**src/rtl/keypad_scanner.sv**
```systemverilog
// 4x4 matrix keypad scanner: drives one column low at a time, debounces press and
// release, and emits a single key_valid strobe with a 4-bit key code per press.
module keypad_scanner #(
    parameter int SCAN_CYCLES     = 500000,
    parameter int DEBOUNCE_CYCLES = 500000
) (
    input  logic       clock,
    input  logic       rst_n,
    input  logic [3:0] linhas,
    output logic [3:0] colunas,
    output logic [3:0] key_code,
    output logic       key_valid,
    output logic       key_held
);
    localparam int MAX_CYCLES = (SCAN_CYCLES > DEBOUNCE_CYCLES) ? SCAN_CYCLES : DEBOUNCE_CYCLES;
    localparam int CNT_W      = $clog2(MAX_CYCLES);
    localparam logic [CNT_W-1:0] SCAN_LAST = CNT_W'(SCAN_CYCLES - 1);
    localparam logic [CNT_W-1:0] DEB_LAST  = CNT_W'(DEBOUNCE_CYCLES - 1);
    localparam logic [CNT_W-1:0] CNT_ONE   = CNT_W'(1);
    localparam logic [3:0]       ROWS_IDLE = 4'b1111;

    typedef enum logic [1:0] {ST_SCAN, ST_DEBOUNCE, ST_PRESSED, ST_RELEASE} state_t;

    state_t           r_state, w_state_next;
    logic [3:0]       r_sync1, r_rows_s;
    logic [1:0]       r_col, w_col_next;
    logic [CNT_W-1:0] r_cnt, w_cnt_next;
    logic [3:0]       r_pat, w_pat_next;
    logic [3:0]       r_code, w_code_next;
    logic             r_valid, w_valid_next;
    logic             w_idle;
    logic [1:0]       w_row;
    logic [3:0]       w_decoded;

    // Row lines come straight off the keypad; two flops before any decision uses them.
    always_ff @(posedge clock or negedge rst_n) begin
        if (!rst_n) begin
            r_sync1  <= ROWS_IDLE;
            r_rows_s <= ROWS_IDLE;
        end else begin
            // NOTE: sequential state uses non-blocking assignments so every flop samples pre-edge values.
            r_sync1  <= linhas;
            r_rows_s <= r_sync1;
        end
    end

    assign w_idle = (r_rows_s == ROWS_IDLE);

    always_comb begin
        w_row     = 2'd3;
        w_decoded = 4'h0;
        if (!r_pat[0])      w_row = 2'd0;
        else if (!r_pat[1]) w_row = 2'd1;
        else if (!r_pat[2]) w_row = 2'd2;
        case ({r_col, w_row})
            4'b00_00: w_decoded = 4'h1;
            4'b00_01: w_decoded = 4'h4;
            4'b00_10: w_decoded = 4'h7;
            4'b00_11: w_decoded = 4'hE;
            4'b01_00: w_decoded = 4'h2;
            4'b01_01: w_decoded = 4'h5;
            4'b01_10: w_decoded = 4'h8;
            4'b01_11: w_decoded = 4'h0;
            4'b10_00: w_decoded = 4'h3;
            4'b10_01: w_decoded = 4'h6;
            4'b10_10: w_decoded = 4'h9;
            4'b10_11: w_decoded = 4'hF;
            4'b11_00: w_decoded = 4'hA;
            4'b11_01: w_decoded = 4'hB;
            4'b11_10: w_decoded = 4'hC;
            default:  w_decoded = 4'hD;
        endcase
    end

    always_comb begin
        // NOTE: every output of this block gets a default first, so no path can infer a latch.
        w_state_next = r_state;
        w_col_next   = r_col;
        w_cnt_next   = r_cnt;
        w_pat_next   = r_pat;
        w_code_next  = r_code;
        w_valid_next = 1'b0;
        unique case (r_state)
            ST_SCAN: begin
                if (r_cnt == SCAN_LAST) begin
                    w_cnt_next = '0;
                    if (!w_idle) begin
                        w_pat_next   = r_rows_s;
                        w_state_next = ST_DEBOUNCE;
                    end else begin
                        w_col_next = r_col + 2'd1;
                    end
                end else begin
                    w_cnt_next = r_cnt + CNT_ONE;
                end
            end
            ST_DEBOUNCE: begin
                if (r_rows_s == r_pat) begin
                    if (r_cnt == DEB_LAST) begin
                        w_state_next = ST_PRESSED;
                        w_code_next  = w_decoded;
                        w_valid_next = 1'b1;
                        w_cnt_next   = '0;
                    end else begin
                        w_cnt_next = r_cnt + CNT_ONE;
                    end
                end else if (w_idle) begin
                    w_state_next = ST_SCAN;
                    w_col_next   = r_col + 2'd1;
                    w_cnt_next   = '0;
                end else begin
                    w_pat_next = r_rows_s;
                    w_cnt_next = '0;
                end
            end
            ST_PRESSED: begin
                // The idle sample that ends PRESSED is the first of the release run.
                if (w_idle) begin
                    w_state_next = ST_RELEASE;
                    w_cnt_next   = CNT_ONE;
                end
            end
            ST_RELEASE: begin
                if (w_idle) begin
                    if (r_cnt == DEB_LAST) begin
                        w_state_next = ST_SCAN;
                        w_col_next   = r_col + 2'd1;
                        w_cnt_next   = '0;
                    end else begin
                        w_cnt_next = r_cnt + CNT_ONE;
                    end
                end else begin
                    w_cnt_next = '0;
                end
            end
            default: w_state_next = ST_SCAN;
        endcase
    end

    always_ff @(posedge clock or negedge rst_n) begin
        if (!rst_n) begin
            r_state <= ST_SCAN;
            r_col   <= 2'd0;
            r_cnt   <= '0;
            r_pat   <= ROWS_IDLE;
            r_code  <= 4'h0;
            r_valid <= 1'b0;
        end else begin
            r_state <= w_state_next;
            r_col   <= w_col_next;
            r_cnt   <= w_cnt_next;
            r_pat   <= w_pat_next;
            r_code  <= w_code_next;
            r_valid <= w_valid_next;
        end
    end

    assign colunas   = ~(4'b0001 << r_col);
    assign key_code  = r_code;
    assign key_valid = r_valid;
    assign key_held  = (r_state == ST_PRESSED) || (r_state == ST_RELEASE);

endmodule
```
**config.mk**
```make
export PLATFORM = sky130hd
export DESIGN_NAME = keypad_scanner
export DESIGN_NICKNAME = d
export VERILOG_FILES = /design/src/rtl/keypad_scanner.sv
export SDC_FILE = /design/constraint.sdc
export NUM_CORES = 1
export LEC_CHECK = 0
export CELL_PAD_IN_SITES_DETAIL_PLACEMENT = 1
export CELL_PAD_IN_SITES_GLOBAL_PLACEMENT = 1
export CORE_ASPECT_RATIO = 1.1
export CORE_MARGIN = 2
export CORE_UTILIZATION = 26
export CTS_BUF_LIST = sky130_fd_sc_hd__clkbuf_4 sky130_fd_sc_hd__clkbuf_8 sky130_fd_sc_hd__clkbuf_16
export DETAILED_ROUTE_END_ITERATION = 10
export HOLD_SLACK_MARGIN = 0.03
export MAX_ROUTING_LAYER = met4
export PLACE_DENSITY = 0.58
export SYNTH_ARGS = -nofsm -noshare
export SYNTH_HDL_FRONTEND = slang
export SYNTH_SLANG_ARGS = --single-unit
```
**constraint.sdc**
```tcl
create_clock -name clock -period 3.55 [get_ports clock]
set_input_delay 0.71 -clock clock [delete_from_list [all_inputs] [get_ports clock]]
set_output_delay 0.71 -clock clock [all_outputs]
set_load 0.005 [all_outputs]
```
Yosys cells after proc, flatten, opt, wreduce, memory -nomap -nowiden
Memories as Yosys holds them, arrays and structs flattened. A register that Yosys moved wholly into a read port is not among the register bits.
Cells that the tools add are included.

storage, ports and cells
  bits in registers = 36
  bits in latches = 0
  RAM bits = 0
  memory bits (read-only) = 64
  input bits = 6
  word-level logic and storage cells = 65
  memories kept = 1

cells by class
  add/subtract/negate cells = 2
  $mul = 0
  div/mod/pow operators = 0
  order comparisons = 0
  eq/ne operators = 14
  shifts and indexed selects = 1
  muxes and demuxes = 30
  bitwise operators = 1
  reduce and logical (&&, ||, !) cells = 9

memory list
  memory           words  bits a word  read ports  clocked after Yosys merged registers in  wr ports  line  RTL
  (no name shown)  16     4            1           1                                        0         55    case ({r_col, w_row})

operators with widths
  cell                                             count
  two-way mux 19 bit                               4
  case mux 19 bit (4 select lines)                 1
  two-way mux 2 bit                                15
  adder 19 x 1 -> 19 bit, second input constant    1
  == test 19 bit, second input constant            1
  two-way mux 4 bit                                3
  inequality test 2 bit, second input constant     6
  case mux 2 bit (4 select lines)                  1
  case mux 4 bit (2 select lines)                  1
  AND reduction 7 bit                              1
  inequality test 3 bit, second input constant     2
  case mux 2 bit (3 select lines)                  1
  AND reduction 3 bit                              2
  AND reduction 5 bit                              1
  == test 2 bit, second input constant             2
  == test 4 bit                                    1
  == test 4 bit, second input constant             1
  two-way mux 1 bit                                4
  inverter 4 bit                                   1
  left shift 1 x 2 -> 4 bit, first input constant  1
  nonzero test 3 bit                               1
  adder 2 x 1 -> 2 bit, second input constant      1
  == test 2 x 1 -> 1 bit, second input constant    1
  logical NOT 2 bit                                1
  other kinds (3)                                  3

Longest topological paths before layout
Gate-level depths: netlist of run 1.

  word-level depth = 4
  depth in mapped cells = 8
  gate-level depth less buffers = 6

Worst setup path before layout of run 1
No wires, ideal clock.

  kind = register -> register
  start point = register r_cnt[6]
  end point = register r_pat[0]
  library setup time = 0.082 ns
  data arrival time = 2.448 ns
  slack = 1.019 ns
  stages on the path, launching flop included = 7
  period minus slack after synthesis = 2.531 ns
  cell sequence = dfrtp_1 > or4b_1 > or3_4 > or2_0 > buf_2 > a2111o_1 > mux2_2

on the way
  cells in the longest elaborated chain, start to end = 3

ends and longest elaborated chain
  what                                    line  RTL
  start, declared                         27    logic [CNT_W-1:0] r_cnt, w_cnt_next;
  start signal, assigned                  151   r_cnt <= w_cnt_next;
  == test 19 bit                          85    if (r_cnt == SCAN_LAST) begin
  inequality test 2 bit (no source line)  --
  AND reduction 3 bit (no source line)    --
  end signal, assigned                    152   r_pat <= w_pat_next;
  end, declared                           28    logic [3:0] r_pat, w_pat_next;

Every way passes these cells.
A chain may end at the register's enable or synchronous reset.

Worst setup path in the final report of run 1
  start point = register r_cnt[6]
  end point = register r_cnt[11]

on the way
  cells in the longest elaborated chain, start to end = 4

ends and longest elaborated chain
  what                                                      line         RTL
  adder 19 x 1 -> 19 bit or == test 19 bit (tied branches)  --
  two-way mux 19 bit *                                      85, 99, 125
  two-way mux 19 bit (on tied branches)                     124, 98
  case mux 19 bit (4 select lines) *                        83           unique case (r_state)

Every way passes the cells marked *; elsewhere a longest branch is shown, timed or not.

==> metrics.md, run 1 <==
| Metric | Value |
|---|---|
| Sw Share | 0.232 |
| Die Span X | 89.6 µm |
| Worst EP arrival | 2.85 ns |
| CTS tree | done |
| H-tree depth | 2 |
| Pre-antenna DRT Iters | 4 |
| Commonest non-fill, non-tap cell in the layout | dfrtp_1 |
| Placer congestion estimate | 0.801 |
| Max stage delay on crit path | 0.61 ns |
| Vias per inst | 4.66 |
| Util after Layout | 0.309 |
| Max Root-Sink Buffers | 2 |
| CP Max Fanout | 18 |
| Mux cell area share after synthesis | 0.0568 |
| Tcrit/Tclk final | 0.762 |
| First DRT Iteration DRCs | 64 |
| Post-synthesis sequential area ratio | 0.485 |
| Clk_lat worst skew | 0.29 ns |
| Worst hold path startpoint | r_sync1[2] |
| Boundary Pins | 16 |
| Yosys Warn Count | 0 |
| Mean post-synth cell area | 9.87 µm² |
| Net Count, Synth | 223 |
| Final #Nets | 236 |
| CP Launch Point | r_cnt[6] |
| Largest family of logic cells by synthesized area | simple AND/OR/NAND/NOR gates |
| GRT overflow | 0 |
| Fmax | 370 MHz |
| Fin Clk Skew | 0.00750 ns |
| Final ANT Viol Nets | 0 |
| Endpoint type of the worst setup path | flop |
| Register area | 1020 µm² |
| Post-layout instance count excluding filler cells | 334 |
| Via count | 1558 |
| Pin count of the biggest net entering global routing | 41 |
| Leakage power | 0.000978 µW |
| Clock slew at reported path FFs | 0.08 ns |
| Clock network power share | 0.386 |
| Final Instance Area | 2430 µm² |
| Slew @ Worst Pin | 0.891 ns |
| GRT Util Overall | 0.121 |
| Crit path max-delay family | compound AO/OA/AOI/OAI gates |
| Hold Path Class | flop to flop |
| Status | finished clean |
| Slew Limit Fails | 0 |
| Crit path kind | flop to flop |
| Crit path buf inv count | 0 |
| Multi-input logic area | 988 µm² |
| Post-synth top area cell | dfrtp_1 |
| Hpwl dp | 3290 µm |
| Vias in the first global route | 1639 |
| Antenna Cells | 0 |
| Row cnt | 34 |
| Setup TNS | 0 ns |
| Gate power share | 0.023 |
| Max-cap viol count | 0 |
| Most used DFF post-synth | dfrtp_1 |
| Power density cells | 326 nW/µm² |
| Core area | 7870 µm² |
| Sw power | 183 µW |
| Initial antenna violation count | 0 |
| Post-DR wirelength/cell | 14.0 µm |
| # DRC | 0 |
| Hold_ws | 0.358 ns |
| CTS Buf Count | 5 |
| Sequential Power Share | 0.591 |
| Most frequent cells in the layout | dfrtp_1, nor2_1, nand2_1 |
| Placed cell count | 326 |
| Post-synthesis adder-cell area fraction | 0.0299 |
| Internal power | 607 µW |
| Crit Reg-Reg Startpoint | r_cnt[6] |
| Post-synthesis simple-gate area fraction | 0.205 |
| Area grow syn2layout | 16.0% |
| Clk sinks | 40 |
| Synthesized instance count | 212 |
| Max-slew headroom | 0.406 |
| Number of synthesized flops with an enable pin | 0 |
| Buffers on Ports | 15 |
| Compound-cell area share of the yosys netlist | 0.109 |
| Share of layout cells above drive strength 1 | 0.142 |
| Largest cells by area after synthesis | dfrtp_1, dfstp_2, xnor2_1, nor2_1, mux2_2 |
| CTS Hold Bufs | 0 |
| RSZ-0062 raised after global routing | false |
| Post-synth ARST share | 1.00 |
| Xor/xnor share of the synthesized area | 0.0711 |
| Synthesized cell area | 2090 µm² |
| CP Launch Type | flop |
| Finish-stage setup viols | 0 |
| Worst vdd ir | 111 µV |
| Slowest cell on the critical path | o21a_1 |
| Die area | 8790 µm² |
| Total Wirelength | 4670 µm |
| Fin crit period | 2.70 ns |
| Die Height | 98.1 µm |
| Netlist cell types | 45 |
| Post-CTS sizing | 0 |
| Post-CTS setup buffers | 0 |
| Post-DP Area | 2340 µm² |
| CP Cell Sequence | or4b_1 -> or3_4 -> o31ai_1 -> o21a_1 -> o21ai_0 |
| CP required | 3.70 ns |
| Root Driver | clkbuf_8 |
| Synth top area share | 0.335 |
| Initial core utilization | 0.266 |
| Fin. Hold Viols | 0 |
| First-pass GRT wire length | 8090 µm |
| #FFs+latches synth | 40 |
| Reg2Reg Setup Slack | 0.85 ns |
| FILL cells | 924 |
final timing paths:
check,endpoint,cells past startpoint
max,r_cnt[11],5
min,r_rows_s[2],0
max reg2reg,r_cnt[11],5
min reg2reg,r_rows_s[2],0
max in group asynchronous,r_cnt[14],1
min in group asynchronous,r_cnt[5],1
flip-flops by register name, indices dropped and copies added, names as in the netlist, named ones only:
register,count
key_valid,1
r_pat,4
r_state,1
r_col,2
r_rows_s,4
r_sync1,4
r_cnt,19
key_code,4
metrics by stage:
stage	setup slack [ns]	power (µW)
2_1_floorplan	1.02	479
3_3_place_gp	0.905	495
3_5_place_dp	0.863	496
4_1_cts	0.825	811
5_1_grt	0.650	830
6_report	0.846	791
routing by layer:
| metal | track usage | vias up | routed length, µm |
|---|---|---|---|
| met4 | 0.0379 | 0 | 53 |
| met1 | 0.157 | 771 | 2240 |
| li1 | - | 764 | - |
| met2 | 0.188 | 17 | 2280 |
| met5 | - | - | 0 |
| met3 | 0.0254 | 6 | 97 |
cell families (layout without fill, tap and decap cells):
logic type / Yosys count / count (layout)
compound gates: 34 / 34
mux: 11 / 11
buf+inv: 23 / 37
xor+xnor: 17 / 17
flops: 40 / 40
simple gates: 82 / 82
fa+ha+maj: 5 / 5
power groups by stage:
| stage | clock network, µW | logic [µW] | registers (µW) |
|---|---|---|---|
| 2_1_floorplan | 0 | 3.87 | 475 |
| 3_3_place_gp | 0 | 19.2 | 476 |
| 6_report | 305 | 18.3 | 467 |
| 3_5_place_dp | 0 | 19.6 | 476 |
| 5_1_grt | 340 | 21.9 | 468 |
| 4_1_cts | 323 | 19.7 | 468 |
final cells by class:
class | instances | share of cell area
Sequential cell | 40 | 0.418
Multi-Input combinational cell | 149 | 0.407
Clock buffer | 5 | 0.0283
Timing Repair Buffer | 16 | 0.0629
Clock inverter | 3 | 0.00773
Inverter | 13 | 0.0201
Tap cell | 108 | 0.0556
worst reg2reg max path, stage by stage (launching register included):
cell	delay (ns)
dfrtp_1	0.46
or4b_1	0.56
or3_4	0.41
o31ai_1	0.33
o21a_1	0.61
o21ai_0	0.19
Yosys cell counts, types with 3 or more instances:
master / count
dfrtp_1: 28
nor2_1: 23
ha_1: 5
a21oi_1: 9
nand4_1: 6
nor2b_1: 4
xor2_1: 5
mux2_2: 7
nand2_1: 16
o31ai_1: 3
o211ai_1: 4
clkbuf_1: 8
and3_1: 4
o21ai_0: 6
dfstp_2: 12
xnor2_1: 12
mux2i_1: 4
nand3_1: 9
inv_1: 13
Power figures use the tool's default switching activity.
==> inputs of run 2 (changes only) <==
==> constraint.sdc (replaced) <==
create_clock -name clock -period 2.8 [get_ports clock]
set_input_delay 0.56 -clock clock [delete_from_list [all_inputs] [get_ports clock]]
set_output_delay 0.56 -clock clock [all_outputs]
set_load 0.005 [all_outputs]
==> run 2 against run 1 <==
  * Clock skew shrank 0.0019 ns
  * Clock power is 29% higher
  * Clock-buffer cell count up 1
  * Die area unchanged
  * Non-clock buffer count grew 5
  * Via count unchanged
  * First-iteration DRC count rose by 17%
  * Core utilization increased by 0.54 points
  * Power rose by 28%
  * Sequential cell count stayed put
  * Hold slack is essentially flat
==> metrics.md, run 2 (synthesis results as in run 1) <==
| Metric | Value |
|---|---|
| Status | finished clean (unchanged) |
| Slew Limit Fails | 0 (unchanged) |
| RSZ-0062 raised after global routing | false (unchanged) |
| CP Launch Type | flop (unchanged) |
| FILL cells | 923 (was 924) |
| Row cnt | 34 (unchanged) |
| Endpoint type of the worst setup path | flop (unchanged) |
| Pin count of the biggest net entering global routing | 41 (unchanged) |
| # DRC | 0 (unchanged) |
| Fmax | 384 MHz (was 370 MHz) |
| GRT busiest layer | met2 (unchanged) |
| First DRT Iteration DRCs | 75 (was 64) |
| Max-cap viol count | 0 (unchanged) |
| Worst vdd ir | 179 µV (was 111 µV) |
| Vias in the first global route | 1704 (was 1639) |
| Clock slew at reported path FFs | 0.08 ns (about the same) |
| Largest register FFs | 19 (unchanged) |
| Die Height | 98.1 µm (unchanged) |
| Slew @ Worst Pin | 0.898 ns (was 0.891 ns) |
| CP Launch Point | r_cnt[6] (unchanged) |
| Reg2Reg Depth | 5 (unchanged) |
| Pre-antenna DRT Iters | 4 (unchanged) |
| Worst EP arrival | 2.82 ns (was 2.85 ns) |
| Clk_lat worst skew | 0.29 ns (about the same) |
| CP required | 3.01 ns (was 3.70 ns) |
| Multi-input logic area | 988 µm² (unchanged) |
| Post-DR wirelength/cell | 14.0 µm (about the same) |
| Power density cells | 409 nW/µm² (was 326 nW/µm²) |
| Initial antenna violation count | 0 (unchanged) |
| CTS tree | done (unchanged) |
| Grt met1 use | 0.162 (was 0.157) |
| Worst R2R End | r_pat[0] (was r_cnt[11]) |
| Root Driver | clkbuf_8 (unchanged) |
| Core area | 7870 µm² (unchanged) |
| Reg2Reg Setup Slack | 0.20 ns (was 0.85 ns) |
| Worst setup path end | r_pat[0] (was r_cnt[11]) |
| Most frequent cells in the layout | dfrtp_1, nor2_1, nand2_1 (unchanged) |
| Antenna Cells | 0 (unchanged) |
| Fin Clk Skew | 0.00562 ns (was 0.00750 ns) |
| Hold Path Class | flop to flop (unchanged) |
| Finish-stage setup viols | 0 (unchanged) |
| Hold_ws | 0.358 ns (about the same) |
| Die Span X | 89.6 µm (unchanged) |
| Hpwl dp | 3410 µm (was 3290 µm) |
| Final ANT Viol Nets | 0 (unchanged) |
| Clk sinks | 40 (unchanged) |
| Largest Register | r_cnt (unchanged) |
| Crit path kind | flop to flop (unchanged) |
| Die area | 8790 µm² (unchanged) |
| Max Root-Sink Buffers | 2 (unchanged) |
| Buffers on Ports | 15 (unchanged) |
| GRT overflow | 0 (unchanged) |
| GRT Util Overall | 0.125 (was 0.121) |
| Crit Reg-Reg Startpoint | r_cnt[6] (unchanged) |
| Setup TNS | 0 ns (unchanged) |
| Met2 track demand over resource | 0.198 (was 0.188) |
| CTS Buf Count | 5 (unchanged) |
| Final #Nets | 241 (was 236) |
| Fin. Hold Viols | 0 (unchanged) |
| Total Wirelength | 4760 µm (was 4670 µm) |
| Fin crit period | 2.60 ns (was 2.70 ns) |
| Util after Layout | 0.314 (was 0.309) |
| Post-CTS setup buffers | 0 (unchanged) |
| Leakage power | 0.00101 µW (was 0.000978 µW) |
| Post-CTS sizing | 0 (unchanged) |
| H-tree depth | 2 (unchanged) |
| Tcrit/Tclk final | 0.929 (was 0.762) |
| Area grow syn2layout | 18.1% (was 16.0%) |
| Initial core utilization | 0.266 (unchanged) |
| First-pass GRT wire length | 8360 µm (was 8090 µm) |
| Register area | 1020 µm² (unchanged) |
| Commonest non-fill, non-tap cell in the layout | dfrtp_1 (unchanged) |
| Vias per inst | 4.60 (was 4.66) |
| Max-slew headroom | 0.401 (was 0.406) |
| CP Max Fanout | 8 (was 18) |
| CTS Hold Bufs | 0 (unchanged) |
| Via count | 1558 (unchanged) |
| Placer congestion estimate | 0.771 (was 0.801) |
| Global Route met3 Usage | 0.0254 (unchanged) |
| Boundary Pins | 16 (unchanged) |
| Share of layout cells above drive strength 1 | 0.160 (was 0.142) |
-- run 2: layout make-up --
class / count / area share
repair buffers: 21 / 0.0770
well taps: 108 / 0.0547
inverters: 13 / 0.0197
multi-input cells: 149 / 0.400
clock buffers: 6 / 0.0334
flip-flops and latches: 40 / 0.411
clock inverters: 2 / 0.00405
-- run 2: critical path, stage by stage (launching register included) --
cell      delay, ns
dfrtp_1        0.47
or4b_1         0.58
or3_4          0.41
or2_0          0.25
a2111o_1       0.51
mux2_2         0.31
-- run 2: per-layer routing --
metal	wire length, µm	share of wire	vias to the layer above
met3	83	0.017	5
met5	0	0	-
met1	2280	0.48	760
met4	51	0.011	0
met2	2340	0.49	13
li1	-	-	780
-- run 2: through the flow --
stage	std cells	worst slack [ns]	total power (µW)	area (µm²)
after floorplan	212	0.269	607	2090
after global placement	331	0.234	628	2380
after detailed placement	331	0.209	629	2380
after CTS	339	0.190	1030	2470
after global routing	339	0.102	1060	2470
final	339	0.199	1010	2470
-- run 2: report_power, final --
part | switching [µW] | leakage [µW] | internal, µW | total [µW]
Clock | 197 | 0.0000510 | 197 | 394
Combinational | 15.8 | 0.000453 | 7.66 | 23.4
Sequential | 4.37 | 0.000502 | 588 | 593
Total | 217 | 0.00101 | 793 | 1010
-- run 2: how the worst min path moves through the flow --
stage,start,to,cells after the start
6_report,r_sync1[2],r_rows_s[2],0
5_1_grt,r_sync1[2],r_rows_s[2],0
4_1_cts,r_sync1[2],r_rows_s[2],0
3_5_place_dp,r_sync1[3],r_rows_s[3],0
3_3_place_gp,r_sync1[2],r_rows_s[2],0
2_1_floorplan,rst_n,async pin,0
